**config.mk**
```make
export PLATFORM = sky130hd
export DESIGN_NAME = uart_alu_interface_flat
export DESIGN_NICKNAME = d
export VERILOG_FILES = /design/src/rtl/uart_alu_pkg.sv /design/src/rtl/uart_alu_interface_if.sv /design/src/rtl/uart_alu_interface.sv /design/src/flat_wrapper.sv
export SDC_FILE = /design/constraint.sdc
export NUM_CORES = 1
export LEC_CHECK = 0
export BUFFER_PORTS_ARGS = -buffer_cell sky130_fd_sc_hd__buf_2
export CAP_MARGIN = 20
export CORE_ASPECT_RATIO = 2
export CORE_MARGIN = 1.5
export CORE_UTILIZATION = 41
export DETAILED_ROUTE_END_ITERATION = 10
export GPL_TIMING_DRIVEN = 0
export PLACE_DENSITY_LB_ADDON = 0.05
export SYNTH_ARGS = -nofsm -noshare
export SYNTH_HDL_FRONTEND = slang
export SYNTH_SLANG_ARGS = --single-unit
```
**constraint.sdc**
```tcl
create_clock -name i_clk -period 2.9 [get_ports i_clk]
set_input_delay 0.58 -clock i_clk [delete_from_list [all_inputs] [get_ports i_clk]]
set_output_delay 0.58 -clock i_clk [all_outputs]
set_load 0.02 [all_outputs]
```
**src/rtl/uart_alu_pkg.sv**
```systemverilog
// Shared definitions for the UART-to-ALU front end: FSM state encoding and ALU opcodes.
// The S_TX_FLG state exists only when UART_ALU_IF_FLAGS_EN is defined.
package uart_alu_pkg;

    localparam int NB_DATA_DEF = 8;
    localparam int NB_OP_DEF   = 6;

    typedef enum logic [2:0] {
        S_WAIT_A  = 3'd0,
        S_WAIT_B  = 3'd1,
        S_WAIT_OP = 3'd2,
        S_EXEC    = 3'd3,
`ifdef UART_ALU_IF_FLAGS_EN
        S_TX_RES  = 3'd4,
        S_TX_FLG  = 3'd5
`else
        S_TX_RES  = 3'd4
`endif
    } state_e;

    localparam logic [NB_OP_DEF-1:0] OP_ADD = 6'h20;
    localparam logic [NB_OP_DEF-1:0] OP_SUB = 6'h22;
    localparam logic [NB_OP_DEF-1:0] OP_AND = 6'h24;
    localparam logic [NB_OP_DEF-1:0] OP_OR  = 6'h25;
    localparam logic [NB_OP_DEF-1:0] OP_XOR = 6'h26;
    localparam logic [NB_OP_DEF-1:0] OP_NOR = 6'h27;
    localparam logic [NB_OP_DEF-1:0] OP_SRA = 6'h03;
    localparam logic [NB_OP_DEF-1:0] OP_SRL = 6'h02;

endpackage

```
**src/rtl/uart_alu_interface_if.sv**
```systemverilog
// Bus bundle between the UART front end, the UART rx/tx pair and the ALU.
// master = front end (drives o_*), slave = surrounding top level or bench.
interface uart_alu_interface_if
    import uart_alu_pkg::*;
#(
    parameter int NB_DATA = 8,
    parameter int NB_OP   = 6
);
    // i_rx_done and i_tx_done are single-cycle pulses; o_tx_start is a single-cycle
    // pulse and o_tx_data stays stable until the matching i_tx_done arrives.
    logic [NB_DATA-1:0] i_rx_data;
    logic               i_rx_done;
    logic [NB_DATA-1:0] i_alu_result;
    logic               i_alu_zero;
    logic               i_alu_negative;
    logic               i_alu_carry;
    logic               i_tx_done;
    logic [NB_DATA-1:0] o_alu_data_A;
    logic [NB_DATA-1:0] o_alu_data_B;
    logic [NB_OP-1:0]   o_alu_OP;
    logic [NB_DATA-1:0] o_tx_data;
    logic               o_tx_start;
    state_e             o_dbg_state;

    modport master (
        input  i_rx_data, i_rx_done, i_alu_result, i_alu_zero, i_alu_negative,
               i_alu_carry, i_tx_done,
        output o_alu_data_A, o_alu_data_B, o_alu_OP, o_tx_data, o_tx_start, o_dbg_state
    );

    modport slave (
        output i_rx_data, i_rx_done, i_alu_result, i_alu_zero, i_alu_negative,
               i_alu_carry, i_tx_done,
        input  o_alu_data_A, o_alu_data_B, o_alu_OP, o_tx_data, o_tx_start, o_dbg_state
    );

endinterface

```
**src/rtl/uart_alu_interface.sv**
```systemverilog
// Collects A, B and opcode bytes from the UART receiver, holds them on the ALU, and
// sends the result byte (plus a flags byte when UART_ALU_IF_FLAGS_EN is defined).
module uart_alu_interface
    import uart_alu_pkg::*;
#(
    parameter int NB_DATA = 8,
    parameter int NB_OP   = 6
) (
    input logic                  i_clk,
    input logic                  i_reset,
    uart_alu_interface_if.master bus
);

    state_e             state_q;
    logic [NB_DATA-1:0] a_q;
    logic [NB_DATA-1:0] b_q;
    logic [NB_OP-1:0]   op_q;
    logic [NB_DATA-1:0] tx_data_q;
    logic               tx_start_q;

`ifdef UART_ALU_IF_FLAGS_EN
    logic [2:0] flags_q;
`else
    logic unused_flags;
    assign unused_flags = ^{bus.i_alu_carry, bus.i_alu_negative, bus.i_alu_zero};
`endif

    always_ff @(posedge i_clk) begin
        if (i_reset) begin
            state_q    <= S_WAIT_A;
            a_q        <= '0;
            b_q        <= '0;
            op_q       <= '0;
            tx_data_q  <= '0;
            tx_start_q <= 1'b0;
`ifdef UART_ALU_IF_FLAGS_EN
            flags_q    <= '0;
`endif
        end else begin
            tx_start_q <= 1'b0;
            case (state_q)
                S_WAIT_A: begin
                    if (bus.i_rx_done) begin
                        a_q     <= bus.i_rx_data;
                        state_q <= S_WAIT_B;
                    end
                end
                S_WAIT_B: begin
                    if (bus.i_rx_done) begin
                        b_q     <= bus.i_rx_data;
                        state_q <= S_WAIT_OP;
                    end
                end
                S_WAIT_OP: begin
                    if (bus.i_rx_done) begin
                        op_q    <= bus.i_rx_data[NB_OP-1:0];
                        state_q <= S_EXEC;
                    end
                end
                // ALU inputs settled on the previous edge, so the result is valid now.
                S_EXEC: begin
                    tx_data_q  <= bus.i_alu_result;
                    tx_start_q <= 1'b1;
`ifdef UART_ALU_IF_FLAGS_EN
                    flags_q    <= {bus.i_alu_carry, bus.i_alu_negative, bus.i_alu_zero};
`endif
                    state_q    <= S_TX_RES;
                end
                S_TX_RES: begin
                    if (bus.i_tx_done) begin
`ifdef UART_ALU_IF_FLAGS_EN
                        tx_data_q  <= {{(NB_DATA-3){1'b0}}, flags_q};
                        tx_start_q <= 1'b1;
                        state_q    <= S_TX_FLG;
`else
                        state_q    <= S_WAIT_A;
`endif
                    end
                end
`ifdef UART_ALU_IF_FLAGS_EN
                S_TX_FLG: begin
                    if (bus.i_tx_done) begin
                        state_q <= S_WAIT_A;
                    end
                end
`endif
                default: state_q <= S_WAIT_A;
            endcase
        end
    end

    assign bus.o_alu_data_A = a_q;
    assign bus.o_alu_data_B = b_q;
    assign bus.o_alu_OP     = op_q;
    assign bus.o_tx_data    = tx_data_q;
    assign bus.o_tx_start   = tx_start_q;
    assign bus.o_dbg_state  = state_q;

endmodule

```
**src/flat_wrapper.sv**
```systemverilog
// flat-port wrapper written by rule: the top's interface ports become plain ports
module uart_alu_interface_flat import uart_alu_pkg::*;
#(
    parameter int NB_DATA = 8,
    parameter int NB_OP   = 6
)
  (i_clk, i_reset, bus_i_rx_data, bus_i_rx_done, bus_i_alu_result, bus_i_alu_zero, bus_i_alu_negative, bus_i_alu_carry, bus_i_tx_done, bus_o_alu_data_A, bus_o_alu_data_B, bus_o_alu_OP, bus_o_tx_data, bus_o_tx_start, bus_o_dbg_state);
  uart_alu_interface_if #(.NB_DATA(NB_DATA), .NB_OP(NB_OP)) bus_i ();
  input logic i_clk;
  input logic i_reset;
  input wire logic [$bits(bus_i.i_rx_data)-1:0] bus_i_rx_data;
  input wire logic [$bits(bus_i.i_rx_done)-1:0] bus_i_rx_done;
  input wire logic [$bits(bus_i.i_alu_result)-1:0] bus_i_alu_result;
  input wire logic [$bits(bus_i.i_alu_zero)-1:0] bus_i_alu_zero;
  input wire logic [$bits(bus_i.i_alu_negative)-1:0] bus_i_alu_negative;
  input wire logic [$bits(bus_i.i_alu_carry)-1:0] bus_i_alu_carry;
  input wire logic [$bits(bus_i.i_tx_done)-1:0] bus_i_tx_done;
  output wire logic [$bits(bus_i.o_alu_data_A)-1:0] bus_o_alu_data_A;
  output wire logic [$bits(bus_i.o_alu_data_B)-1:0] bus_o_alu_data_B;
  output wire logic [$bits(bus_i.o_alu_OP)-1:0] bus_o_alu_OP;
  output wire logic [$bits(bus_i.o_tx_data)-1:0] bus_o_tx_data;
  output wire logic [$bits(bus_i.o_tx_start)-1:0] bus_o_tx_start;
  output wire logic [$bits(bus_i.o_dbg_state)-1:0] bus_o_dbg_state;
  assign bus_i.i_rx_data = bus_i_rx_data;
  assign bus_i.i_rx_done = bus_i_rx_done;
  assign bus_i.i_alu_result = bus_i_alu_result;
  assign bus_i.i_alu_zero = bus_i_alu_zero;
  assign bus_i.i_alu_negative = bus_i_alu_negative;
  assign bus_i.i_alu_carry = bus_i_alu_carry;
  assign bus_i.i_tx_done = bus_i_tx_done;
  assign bus_o_alu_data_A = bus_i.o_alu_data_A;
  assign bus_o_alu_data_B = bus_i.o_alu_data_B;
  assign bus_o_alu_OP = bus_i.o_alu_OP;
  assign bus_o_tx_data = bus_i.o_tx_data;
  assign bus_o_tx_start = bus_i.o_tx_start;
  assign bus_o_dbg_state = bus_i.o_dbg_state;
  uart_alu_interface #(.NB_DATA(NB_DATA), .NB_OP(NB_OP)) u_core (.i_clk(i_clk), .i_reset(i_reset), .bus(bus_i));
endmodule
```
## Word level (Yosys, flattened, before mapping)

Cells that the tools add are included.

- Muxes and demuxes: 6
- Reduce and logical (&&, ||, !) cells: 5
- Equality and inequality tests: 8

Operator list:

| operator | count |
|---|---|
| 3-bit case mux with 5 select lines | 1 |
| 3-bit two-way mux | 4 |
| 2-bit != test, second input constant | 4 |
| 3-bit by 2-bit equality test with 1-bit output, second input constant | 2 |
| 2-bit AND reduction | 3 |
| 4-bit AND reduction | 1 |
| 3-bit by 1-bit equality test with 1-bit output, second input constant | 1 |
| 3-bit equality test, second input constant | 1 |
| 3-bit zero test | 1 |
| 1-bit two-way mux | 1 |

- Register bits: 34
- Bits of input ports: 23

## Depth between registers and ports, before layout

Gate-level depths: netlist of run 1.

- Word-level depth: 3
- Depth in mapped cells: 4
- Depth with buffers taken out: 2

## Least setup slack after synthesis of run 1

No wires, ideal clock.

- Kind: input to register
- Start: input bus_i_rx_done
- End: register u_core.a_q[0] (netlist: u_core.bus.o_alu_data_A[0])
- Setup slack: 1.507 ns
- Stages: 3
- Arrival: 1.274 ns
- Data required time: 2.781 ns
- Path through: or4b_4 > buf_6 > mux2i_1

- Word-level cells in the longest chain between the ends: 1

Ends and longest elaborated chain:

| what | RTL line | source |
|---|---|---|
| from (decl) | flat_wrapper.sv:12 | `input wire logic [$bits(bus_i.i_rx_done)-1:0] bus_i_rx_done;` |
| 2-bit AND reduction (no source line) | - |  |
| to (signal assigned) | uart_alu_interface.sv:44 | `a_q <= bus.i_rx_data;` |
| to (decl) | uart_alu_interface.sv:15 | `logic [NB_DATA-1:0] a_q;` |

Every way passes these cells.
A chain may end at the register's enable or synchronous reset.

## Final worst setup path of run 1

- Start: register u_core.state_q[2] (netlist: u_core.bus.o_dbg_state[2])
- End: output bus_o_dbg_state[2]

RTL lines:

| what | RTL line | source |
|---|---|---|
| from (decl) | uart_alu_interface.sv:14 | `state_e state_q;` |
| from (signal assigned) | uart_alu_interface.sv:30 | `state_q <= S_WAIT_A;` |
| from (signal assigned) | uart_alu_interface.sv:45 | `state_q <= S_WAIT_B;` |
| from (signal assigned) | uart_alu_interface.sv:51 | `state_q <= S_WAIT_OP;` |
| to (decl) | flat_wrapper.sv:23 | `output wire logic [$bits(bus_i.o_dbg_state)-1:0] bus_o_dbg_state;` |

No word-level cell between the ends.

==> results.md, run 1 <==
* Net Sw Frac at 0.2377
* FF-to-FF End: u_core.bus.o_alu_data_B[2]
* Crit. Startpoint: u_core.bus.o_dbg_state[2]
* Power density over the cells at 542.5 nW/um^2
* Dpl cells at 237
* FP Rows at 30
* Lkg Pwr at 0.8928 nW
* Cell Int Power at 0.0007839 W
* Worst IR Drop VDD at 0.0003435 V
* Initial drt markers at 10
* Hold_buf cts at 0
* Clock share of power at 0.395
* Initial antenna violation count at 0
* Worst clock skew at 6.785 ps
* Crit path depth at 1
* Die W at 45.27 um
* Reg-to-reg setup timing slack at 1410 ps
* Diodes inserted at 0
* Source of the worst register-to-register timing path: u_core.bus.o_dbg_state[0]
* Finish-stage setup viols at 0
* Via Count at 1109
* Synth-to-Final Area Change at 29.38%
* MaxCap Viol Count at 0
* Worst Hold Depth at 2
* GR Util All Layers at 0.1727
* Slew @ Worst Pin at 379.0 ps
* First-pass GRT wire length at 5030 um
* Gate power share at 0.124
* CP max-delay cell: dfxtp_1
* Gates resized, CTS repair at 0
* WL per Instance at 12.79 um
* Final core utilization at 0.5549
* Tmin final at 1588 ps
* Finished Layout Cells at 245
* Tcrit/Tclk final at 0.5475
* HP Class: register to register
* Vias in the first global route at 1099
* DRC viols at 0
* Synth Instances at 137
* Worst path max stage delay at 490 ps
* Hpwl dp at 2409 um
* CP top delay family: flip-flops
* Final TNS setup at 0 ps
* IO Count at 57
* Area of the core at 3416 um^2
* Sink Count at 34
* Setup bufs post-CTS at 0
* Global route overflow at 0
* Critical Path End: bus_o_dbg_state[2]
* DR WL met2 at 1669 um
* Nets at 219
* Critical Path RT at 2320 ps
* Syn avg cell area at 10.69 um^2
* F_max at 0.6298 GHz
* Status: finished, final reports clean
* IO buf count at 52
* Slew Viols, Final at 0
* Die area at 3963 um^2
* Arr. time, crit path at 1010 ps
* Final hold viol count at 0
* Rel. slew slack at 0.7473
* CP max FO at 11
* Metal3 WL at 175 um
* Layout cell share with drive strength beyond 1 at 0.3350
* Flop pwr share at 0.481
* Seq cells post-synth at 34
* Worst-path cell chain: buf_2
* Die H at 87.54 um
* Most frequent cells in the layout: buf_2, nand2b_1, dfxtp_1
* Initial Util at 0.4289
* Antenna-violating nets left at 0
* WP buf/inv at 1
* DR vias/cell at 4.527
* CP startpoint kind: register
* DR pass1 iterations at 4
* CTS clk-pin slew, worst paths at 70 ps
* Max Used Layer: met4
* Fill count at 324
* Setup crit end kind: output port
* Setup CP Type: register to output port
* Total power at 0.001028 W
* GP Congestion at 0.6564
* Final WL at 3133 um
* CTS Buf Count at 5
* CTS tree: done
* Skew-Pair Late Insertion Delay at 290 ps
* Sw power at 0.0002444 W
* CTS root buf: clkbuf_8
* Seq/Total Area, Yosys at 0.4646
* Routed met1 length at 1236 um
* Deepest clock path buffer count at 2
* Largest net degree at the start of global routing at 12
* Yosys warnings at 0
* Unrepaired setup endpoints after global routing: no
* Design area at 1896 um^2
* Reg2Reg Depth at 4
* DP Area at 1785 um^2
* H-tree Lvls at 2
* Net Count, Synth at 160
* Unique cell type count in the Yosys netlist at 17
* Commonest non-fill, non-tap cell in the layout: buf_2
* Synth Cell Area at 1465 um^2
[layout make-up]
| cell class | count | area, um^2 | share of cell area |
|---|---|---|---|
| clock buffer | 8 | 110.1 | 0.05809 |
| timing repair buffer | 52 | 260.3 | 0.1373 |
| sequential | 34 | 680.7 | 0.3591 |
| multi-input combinational | 92 | 725.7 | 0.3828 |
| buffer | 11 | 58.81 | 0.03102 |
| tap | 48 | 60.06 | 0.03168 |
[per-layer routing]
metal / vias to the layer above / track usage
li1: 571 / -
met1: 494 / 0.1873
met2: 39 / 0.3026
met3: 5 / 0.04536
met4: 0 / 0.07219
met5: - / 0
[cell families after synthesis]
group	after synthesis	share of synthesized area
buf+inv	11	0.04014
simple gates	59	0.2767
mux	30	0.2050
compound gates	3	0.01366
flops	34	0.4646
[state kept, by name (all words and copies together) (netlist names)]
name and cells:
u_core.bus.o_tx_start 1, u_core.bus.o_alu_data_B 8, u_core.bus.o_tx_data 8, u_core.bus.o_dbg_state 3, u_core.bus.o_alu_OP 6, u_core.bus.o_alu_data_A 8
[stage by stage]
step	hold slack (ps)	worst slack (ps)
detailed placement	459.0	1269
CTS	476.3	1299
floorplan	546.0	1507
finish	470.4	1312
global placement	455.4	1294
global route	494.0	1251
[worst min path at each step]
| stage | endpoint | from | slack, ps |
|---|---|---|---|
| 6_report | u_core.bus.o_tx_data[6] | u_core.bus.o_tx_data[6] | 470 |
| 5_1_grt | u_core.bus.o_alu_data_A[7] | u_core.bus.o_alu_data_A[7] | 490 |
| 4_1_cts | u_core.bus.o_alu_data_B[3] | u_core.bus.o_alu_data_B[3] | 480 |
| 3_5_place_dp | u_core.bus.o_alu_data_B[3] | u_core.bus.o_alu_data_B[3] | 460 |
| 3_3_place_gp | u_core.bus.o_tx_data[5] | u_core.bus.o_tx_data[5] | 460 |
| 2_1_floorplan | u_core.bus.o_alu_data_B[2] | u_core.bus.o_alu_data_B[2] | 550 |
[cells in the mapped netlist]
library cell / instances / area, um^2
and3b_1: 1 / 8.760
or4b_4: 1 / 13.76
clkbuf_1: 7 / 26.28
and4bb_2: 1 / 12.51
dfxtp_1: 34 / 680.7
nor2_1: 1 / 3.750
nor4bb_1: 1 / 10.01
mux2i_1: 30 / 300.3
buf_2: 2 / 10.01
a211oi_1: 2 / 15.01
a21oi_1: 1 / 5.000
or4b_1: 1 / 10.01
nand4bb_1: 2 / 22.52
nand3b_1: 2 / 15.01
nand2b_1: 48 / 300.3
buf_6: 2 / 22.52
or3b_1: 1 / 8.760
[power by group through the flow]
stage | clock network (W) | registers, W | logic (W)
after global placement | 0 | 0.000504 | 0.000127
after global routing | 0.000436 | 0.000496 | 0.000139
after floorplan | 0 | 0.000526 | 0.0000634
after detailed placement | 0 | 0.000505 | 0.000130
after CTS | 0.000420 | 0.000494 | 0.000130
final | 0.000406 | 0.000494 | 0.000128
[worst reg2reg max path, cell delays in order (launching register included)]
cell	delay, ps
dfxtp_1	390
clkbuf_1	310
nor4bb_1	270
buf_2	250
mux2i_1	200
Note: power is estimated with default switching activity, not from simulation.
==> inputs of run 2 (changes only) <==
Settings changed: ABC_AREA from default to 1.
Clock period 2.9 ns to 1.64 ns, I/O delays scaled along.
==> run 2 against run 1 <==
Effect of this change: die area down 15%; largest power group unchanged; register-to-register slack got worse by 1000 ps; critical path type unchanged; worst setup slack got worse by 970 ps; clock skew fell by 3.0 ps; sequential cell count is the same.
==> results.md, run 2 <==
* Status: finished, final reports clean
* Area of the core at 2908 um^2 (-15%)
* Post-synth ARST share at 0 (unchanged)
* Global route overflow at 0 (unchanged)
* Slew @ Worst Pin at 372.2 ps (-6.839 ps)
* Setup bufs post-CTS at 0 (unchanged)
* EDFF count, synth at 0 (unchanged)
* Syn avg cell area at 7.832 um^2 (-27%)
* Worst path max stage delay at 470 ps (-20 ps)
* Synth Flop Type: dfxtp_1
* Rel. slew slack at 0.7519 (+0.004559)
* Worst IR Drop VDD at 0.0007347 V (+110%)
* Setup CP Type: register to output port
* Worst-path cell chain: buf_2
* Nets at 241 (+10%)
* Initial drt markers at 20 (+10)
* IO buf count at 53 (+1.9%)
* CTS Buf Count at 5 (unchanged)
* Reg2Reg Depth at 5 (+1)
* Final TNS setup at 0 ps (unchanged)
* WP buf/inv at 1 (unchanged)
* Reg-to-reg setup timing slack at 410 ps (-1000 ps)
* Synth Instances at 158 (+15%)
* HP Class: input pin to register
* DR vias/cell at 4.763 (+5.2%)
* CP top delay family: flip-flops
* GR Util All Layers at 0.1824 (+0.009699)
* Skew-Pair Late Insertion Delay at 280 ps (about the same)
* Met2 usage at 0.3609 (+0.05834)
* IO Count at 57 (unchanged)
* Layout cell share with drive strength beyond 1 at 0.3196 (-0.01539)
* DR pass1 iterations at 4 (unchanged)
* Antenna-violating nets left at 0 (unchanged)
* Yosys top cell area share at 0.5501 (+0.08549)
* Unique cell type count in the Yosys netlist at 14 (-3)
* CTS tree: done
* First-pass GRT wire length at 4512 um (-10%)
* Final hold viol count at 0 (unchanged)
* Die H at 80.69 um (-7.8%)
* Most frequent cells in the layout: buf_2, nor2_1, dfxtp_1
* Lkg Pwr at 0.7916 nW (-11%)
* F_max at 0.7730 GHz
* Die area at 3376 um^2 (-15%)
* Deepest clock path buffer count at 2 (unchanged)
* Yosys top cell by area: dfxtp_1
* Sink Count at 34 (unchanged)
* Most frequent cell after synthesis: nor2_1
* DRC viols at 0 (unchanged)
* Crit. Startpoint: u_core.bus.o_dbg_state[1]
* Slew Viols, Final at 0 (unchanged)
* Synth-to-Final Area Change at 31.85%
* GR met3 Demand/Resource at 0.04944 (+0.004077)
* Largest net degree at the start of global routing at 11 (-1)
* Yosys warnings at 0 (unchanged)
* Seq/Total Area, Yosys at 0.5501 (+0.08549)
* Fin Hold WS at 242.9 ps (-227.4 ps)
* Setup crit end kind: output port
* CTS root buf: clkbuf_8
* Commonest non-fill, non-tap cell in the layout: buf_2
* Unrepaired setup endpoints after global routing: no
* Hpwl dp at 2316 um (-3.8%)
* Top post-synthesis cells by area: dfxtp_1, nor2_1, o21ai_0
* Net Count, Synth at 181 (+13%)
* Critical Path End: bus_o_dbg_state[1]
* Diodes inserted at 0 (unchanged)
* WL per Instance at 11.74 um (-8.2%)
* CP startpoint kind: register
* Min-Delay Startpoint: i_reset
* Power density over the cells at 1098 nW/um^2 (+100%)
* Vias in the first global route at 1099 (unchanged)
* GP Congestion at 0.7993 (+22%)
* M1 GR Usage at 0.1522 (-0.03510)
* Worst clock skew at 3.753 ps (-3.031 ps)
* Seq cells post-synth at 34 (unchanged)
* Hold_buf cts at 0 (unchanged)
* H-tree Lvls at 2 (unchanged)
* Initial antenna violation count at 0 (unchanged)
* CTS clk-pin slew, worst paths at 60 ps (about the same)
* CP max FO at 8 (-3)
* Synth Cell Area at 1237 um^2 (-16%)
* Most crowded layer after global routing: met2
* Crit path depth at 1 (unchanged)
* Critical Path RT at 1310 ps (-1010 ps)
* FP Rows at 28 (-6.7%)
* Die W at 41.85 um (-7.6%)
* Tcrit/Tclk final at 0.7888
* Tmin final at 1294 ps
* CP max-delay cell: dfxtp_1
* Gates resized, CTS repair at 0 (unchanged)
* Final WL at 2923 um (-6.7%)
* MaxCap Viol Count at 0 (unchanged)
* Via Count at 1186 (+6.9%)
* Post-synth top cells: nor2_1, dfxtp_1, o21ai_0
* Initial Util at 0.4256 (-0.003378)
* Source of the worst register-to-register timing path: u_core.bus.o_dbg_state[1]
* Arr. time, crit path at 970 ps (-40 ps)
* Finish-stage setup viols at 0 (unchanged)
* FF-to-FF End: u_core.bus.o_alu_data_A[5]
## run 2: cell type report
cell class	instances	area [um^2]
Timing Repair Buffer	53	265.3
Clock buffer	7	86.33
Inverter	15	58.81
Buffer	5	27.53
Fill cell	317	1276
Tap cell	30	37.54
Clock inverter	1	5.005
Multi-Input combinational cell	104	470.5
Sequential cell	34	680.7
## run 2: worst min path at each step
stage	slack [ps]	cells after the start	end
after CTS	240	2	u_core.bus.o_dbg_state[2]
after global routing	250	2	u_core.bus.o_tx_start
after floorplan	400	1	u_core.bus.o_dbg_state[1]
final	240	2	u_core.bus.o_dbg_state[2]
after global placement	430	2	u_core.bus.o_alu_OP[3]
after detailed placement	440	2	u_core.bus.o_alu_OP[0]
## run 2: logic make-up (layout without fill, tap and decap cells)
logic type,count (synthesis),after routing,synth area share
AOI/OAI and AO/OA,41,41,0.1658
buffers and inverters,20,81,0.06976
DFF,34,34,0.5500
and+or+nand+nor,63,63,0.2144
## run 2: metrics by stage
| stage | cell area (um^2) | power [W] | util | setup WS (ps) | std cells |
|---|---|---|---|---|---|
| final | 1632 | 0.001791 | 0.5611 | 346.3 | 249 |
| after global placement | 1540 | 0.001181 | 0.5297 | 378.8 | 241 |
| after floorplan | 1237 | 0.001086 | - | 436.9 | 158 |
| after CTS | 1632 | 0.001817 | 0.5611 | 330.3 | 249 |
| after global routing | 1632 | 0.001877 | 0.5611 | 281.7 | 249 |
| after detailed placement | 1540 | 0.001189 | 0.5297 | 390.5 | 241 |
## run 2: routing by layer
metal | up-vias | part of all wire
met5 | - | 0
met4 | 0 | 0.018
met3 | 5 | 0.057
met2 | 37 | 0.56
met1 | 516 | 0.36
li1 | 628 | -
## run 2: power breakdown
group          total, W  switching [W]  internal, W
clock network  0.000625       0.000287     0.000338
registers      0.000901      0.0000271     0.000874
logic          0.000265       0.000171    0.0000940
total           0.00179       0.000485      0.00131
==> inputs of run 3 (changes only) <==
Settings changed: ABC_AREA 1 to 0.
Clock period 1.64 ns to 1.2 ns, I/O delays scaled along.
==> run 3 against run 2 <==
Effect of this change: the flow now finishes with violations (setup timing); combinational power grew 26%; sequential cell count is the same; design area grew 19%; sequential power grew 33%; clock power grew 21%; wire length grew 9.7%; worst setup slack lost 470 ps; via count shrank 3.6%.
==> results.md, run 3 (synthesis gave the netlist of run 1 again) <==
* Status: complete, but fails checks
* Failing checks: setup timing
* Final core utilization at 0.5674 (+0.006297)
* CTS clk-pin slew, worst paths at 60 ps (about the same)
* Antenna-violating nets left at 0 (unchanged)
* HP Class: input pin to register
* Commonest non-fill, non-tap cell in the layout: buf_2
* WP buf/inv at 1 (unchanged)
* Worst IR Drop VDD at 0.0008625 V (+17%)
* IO Count at 57 (unchanged)
* Worst path max stage delay at 600 ps (+130 ps)
* DRC viols at 0 (unchanged)
* Die W at 45.27 um (+8.2%)
* Nets at 222 (-7.9%)
* Skew-Pair Late Insertion Delay at 270 ps (about the same)
* CTS root buf: clkbuf_8
* GR Util All Layers at 0.1859 (+0.003570)
* Worst-path cell chain: buf_6, or4b_4, mux2i_1
* Initial antenna violation count at 0 (unchanged)
* Initial drt markers at 27 (+35%)
* Die H at 87.54 um (+8.5%)
* CP max FO at 8 (unchanged)
* Worst Hold Depth at 3 (+1)
* Tmin final at 1321 ps
* Routed met1 length at 1151 um (+9.5%)
* Reg2Reg Depth at 3 (-2)
* Area of the core at 3416 um^2 (+17%)
* WL per Instance at 12.98 um (+11%)
* Most frequent cells in the layout: buf_2, nand2b_1, dfxtp_1
* Diodes inserted at 0 (unchanged)
* Layout cell share with drive strength beyond 1 at 0.3920 (+0.07233)
* Hold_buf cts at 0 (unchanged)
* Total power at 0.002288 W (+28%)
* CTS tree: done
* Max Used Layer: met4
* Die area at 3963 um^2 (+17%)
* FF-to-FF End: u_core.bus.o_alu_data_A[1]
* Global route overflow at 0 (unchanged)
* Source of the worst register-to-register timing path: u_core.bus.o_dbg_state[1]
* First-pass GRT wire length at 5395 um (+20%)
* Final WL at 3207 um (+9.7%)
* DR vias/cell at 4.628 (-2.8%)
* Via Count at 1143 (-3.6%)
* CTS Buf Count at 5 (unchanged)
* Vias in the first global route at 1201 (+9.3%)
* CP startpoint kind: register
* Slew Viols, Final at 0 (unchanged)
* Finished Layout Cells at 247 (-0.80%)
* Worst clock skew at 3.139 ps (-0.6148 ps)
* CP max-delay cell: or4b_4
* Synth-to-Final Area Change at 32.28%
* H-tree Lvls at 2 (unchanged)
* F_max at 0.7572 GHz
* CP top delay family: simple AND/OR/NAND/NOR gates
* Deepest clock path buffer count at 2 (unchanged)
* Min-Delay Startpoint: bus_i_alu_result[7]
* Hold EP: u_core.bus.o_tx_data[7]
* Final hold viol count at 0 (unchanged)
* FP Rows at 30 (+7.1%)
* Lkg Pwr at 0.9109 nW (+15%)
* Arr. time, crit path at 1480 ps (+510 ps)
* Setup crit end kind: register
* Unrepaired setup endpoints after global routing: yes
* Setup CP Type: register to register
* Largest net degree at the start of global routing at 12 (+1)
* Sink Count at 34 (unchanged)
* Post-route setup slack at -120.6 ps (-467.0 ps)
* Initial Util at 0.4289 (+0.003378)
* DR pass1 iterations at 4 (unchanged)
* GP Congestion at 0.6676 (-16%)
* Critical Path RT at 1360 ps (+50 ps)
* Slew @ Worst Pin at 446.7 ps (+74.55 ps)
* Reg-to-reg setup timing slack at -120 ps (-530 ps)
* Dpl cells at 237 (-1.7%)
* Power density over the cells at 1180 nW/um^2 (+7.5%)
* Finish-stage setup viols at 10 (+10)
* Tcrit/Tclk final at 1.101
* MaxCap Viol Count at 0 (unchanged)
* Rel. slew slack at 0.7022 (-0.04970)
* Metal3 WL at 164 um (-2.4%)
* DR WL met2 at 1852 um (+12%)
* Hpwl dp at 2478 um (+7.0%)
* IO buf count at 52 (-1.9%)
* Fin Hold WS at 219.7 ps (-23.22 ps)
## run 3: changes by cell type in the layout (fill, tap and decap cells not counted), moves of 4 or more
cell      delta
a21oi_1     -10
buf_4        +5
inv_1       -12
mux2i_1     +30
nand2_1      -4
nand2b_1    +48
nand3_1      -4
nor2_1      -49
o21ai_0     -31
## run 3: area by class of cell
| cell class | count | area, um^2 |
|---|---|---|
| clock inverters | 2 | 10.01 |
| plain buffers | 9 | 62.56 |
| flip-flops and latches | 34 | 686.9 |
| fillers | 305 | 1478 |
| multi-input cells | 92 | 748.2 |
| repair buffers | 57 | 301.5 |
| clock buffers | 5 | 68.82 |
| well taps | 48 | 60.06 |
## run 3: metal layers
metal,vias up,track usage
li1,576,-
met1,525,0.1755
met2,37,0.3558
met3,5,0.04742
met4,0,0.07219
met5,-,0
## run 3: how the worst max path moves through the flow
stage	startpoint	to	slack [ps]	cells after the start
finish	u_core.bus.o_dbg_state[1]	u_core.bus.o_alu_data_A[1]	-120	3
floorplan	u_core.bus.o_dbg_state[1]	u_core.bus.o_alu_data_A[0]	-130	4
CTS	u_core.bus.o_dbg_state[1]	u_core.bus.o_alu_data_A[1]	-120	3
global route	u_core.bus.o_dbg_state[1]	u_core.bus.o_alu_data_A[1]	-180	3
global placement	u_core.bus.o_dbg_state[1]	u_core.bus.o_alu_data_A[2]	-120	4
detailed placement	u_core.bus.o_dbg_state[1]	u_core.bus.o_alu_data_A[1]	-160	4
## run 3: report_power, final
group	switching [W]	internal, W	leakage [nW]	total (W)
clock network	0.000370	0.000388	0.0438	0.000758
registers	0.0000232	0.00117	0.278	0.00120
logic	0.000174	0.000161	0.589	0.000335
## run 3: metrics by stage
| step | setup TNS (ps) | cell area [um^2] | worst slack, ps |
|---|---|---|---|
| after floorplan | -1012 | 1481 | -126.5 |
| after global placement | -901.6 | 1802 | -116.1 |
| after detailed placement | -1155 | 1802 | -156.9 |
| after CTS | -956.8 | 1909 | -122.8 |
| after global routing | -1850 | 1938 | -175.8 |
| final | -926.5 | 1938 | -120.6 |
## run 3: timing repair
action	CTS	global route
setup endpoints to repair	15	27
setup buffers	4	1
resized for setup	3	6
pin swaps	2	2
cloned	0	0
## run 3: worst min-delay path: cells and delay by family
family | cells | cell delay, ps
AND/OR/NAND/NOR | 1 | 60
buffers and inverters | 1 | 100
multiplexers | 1 | 60
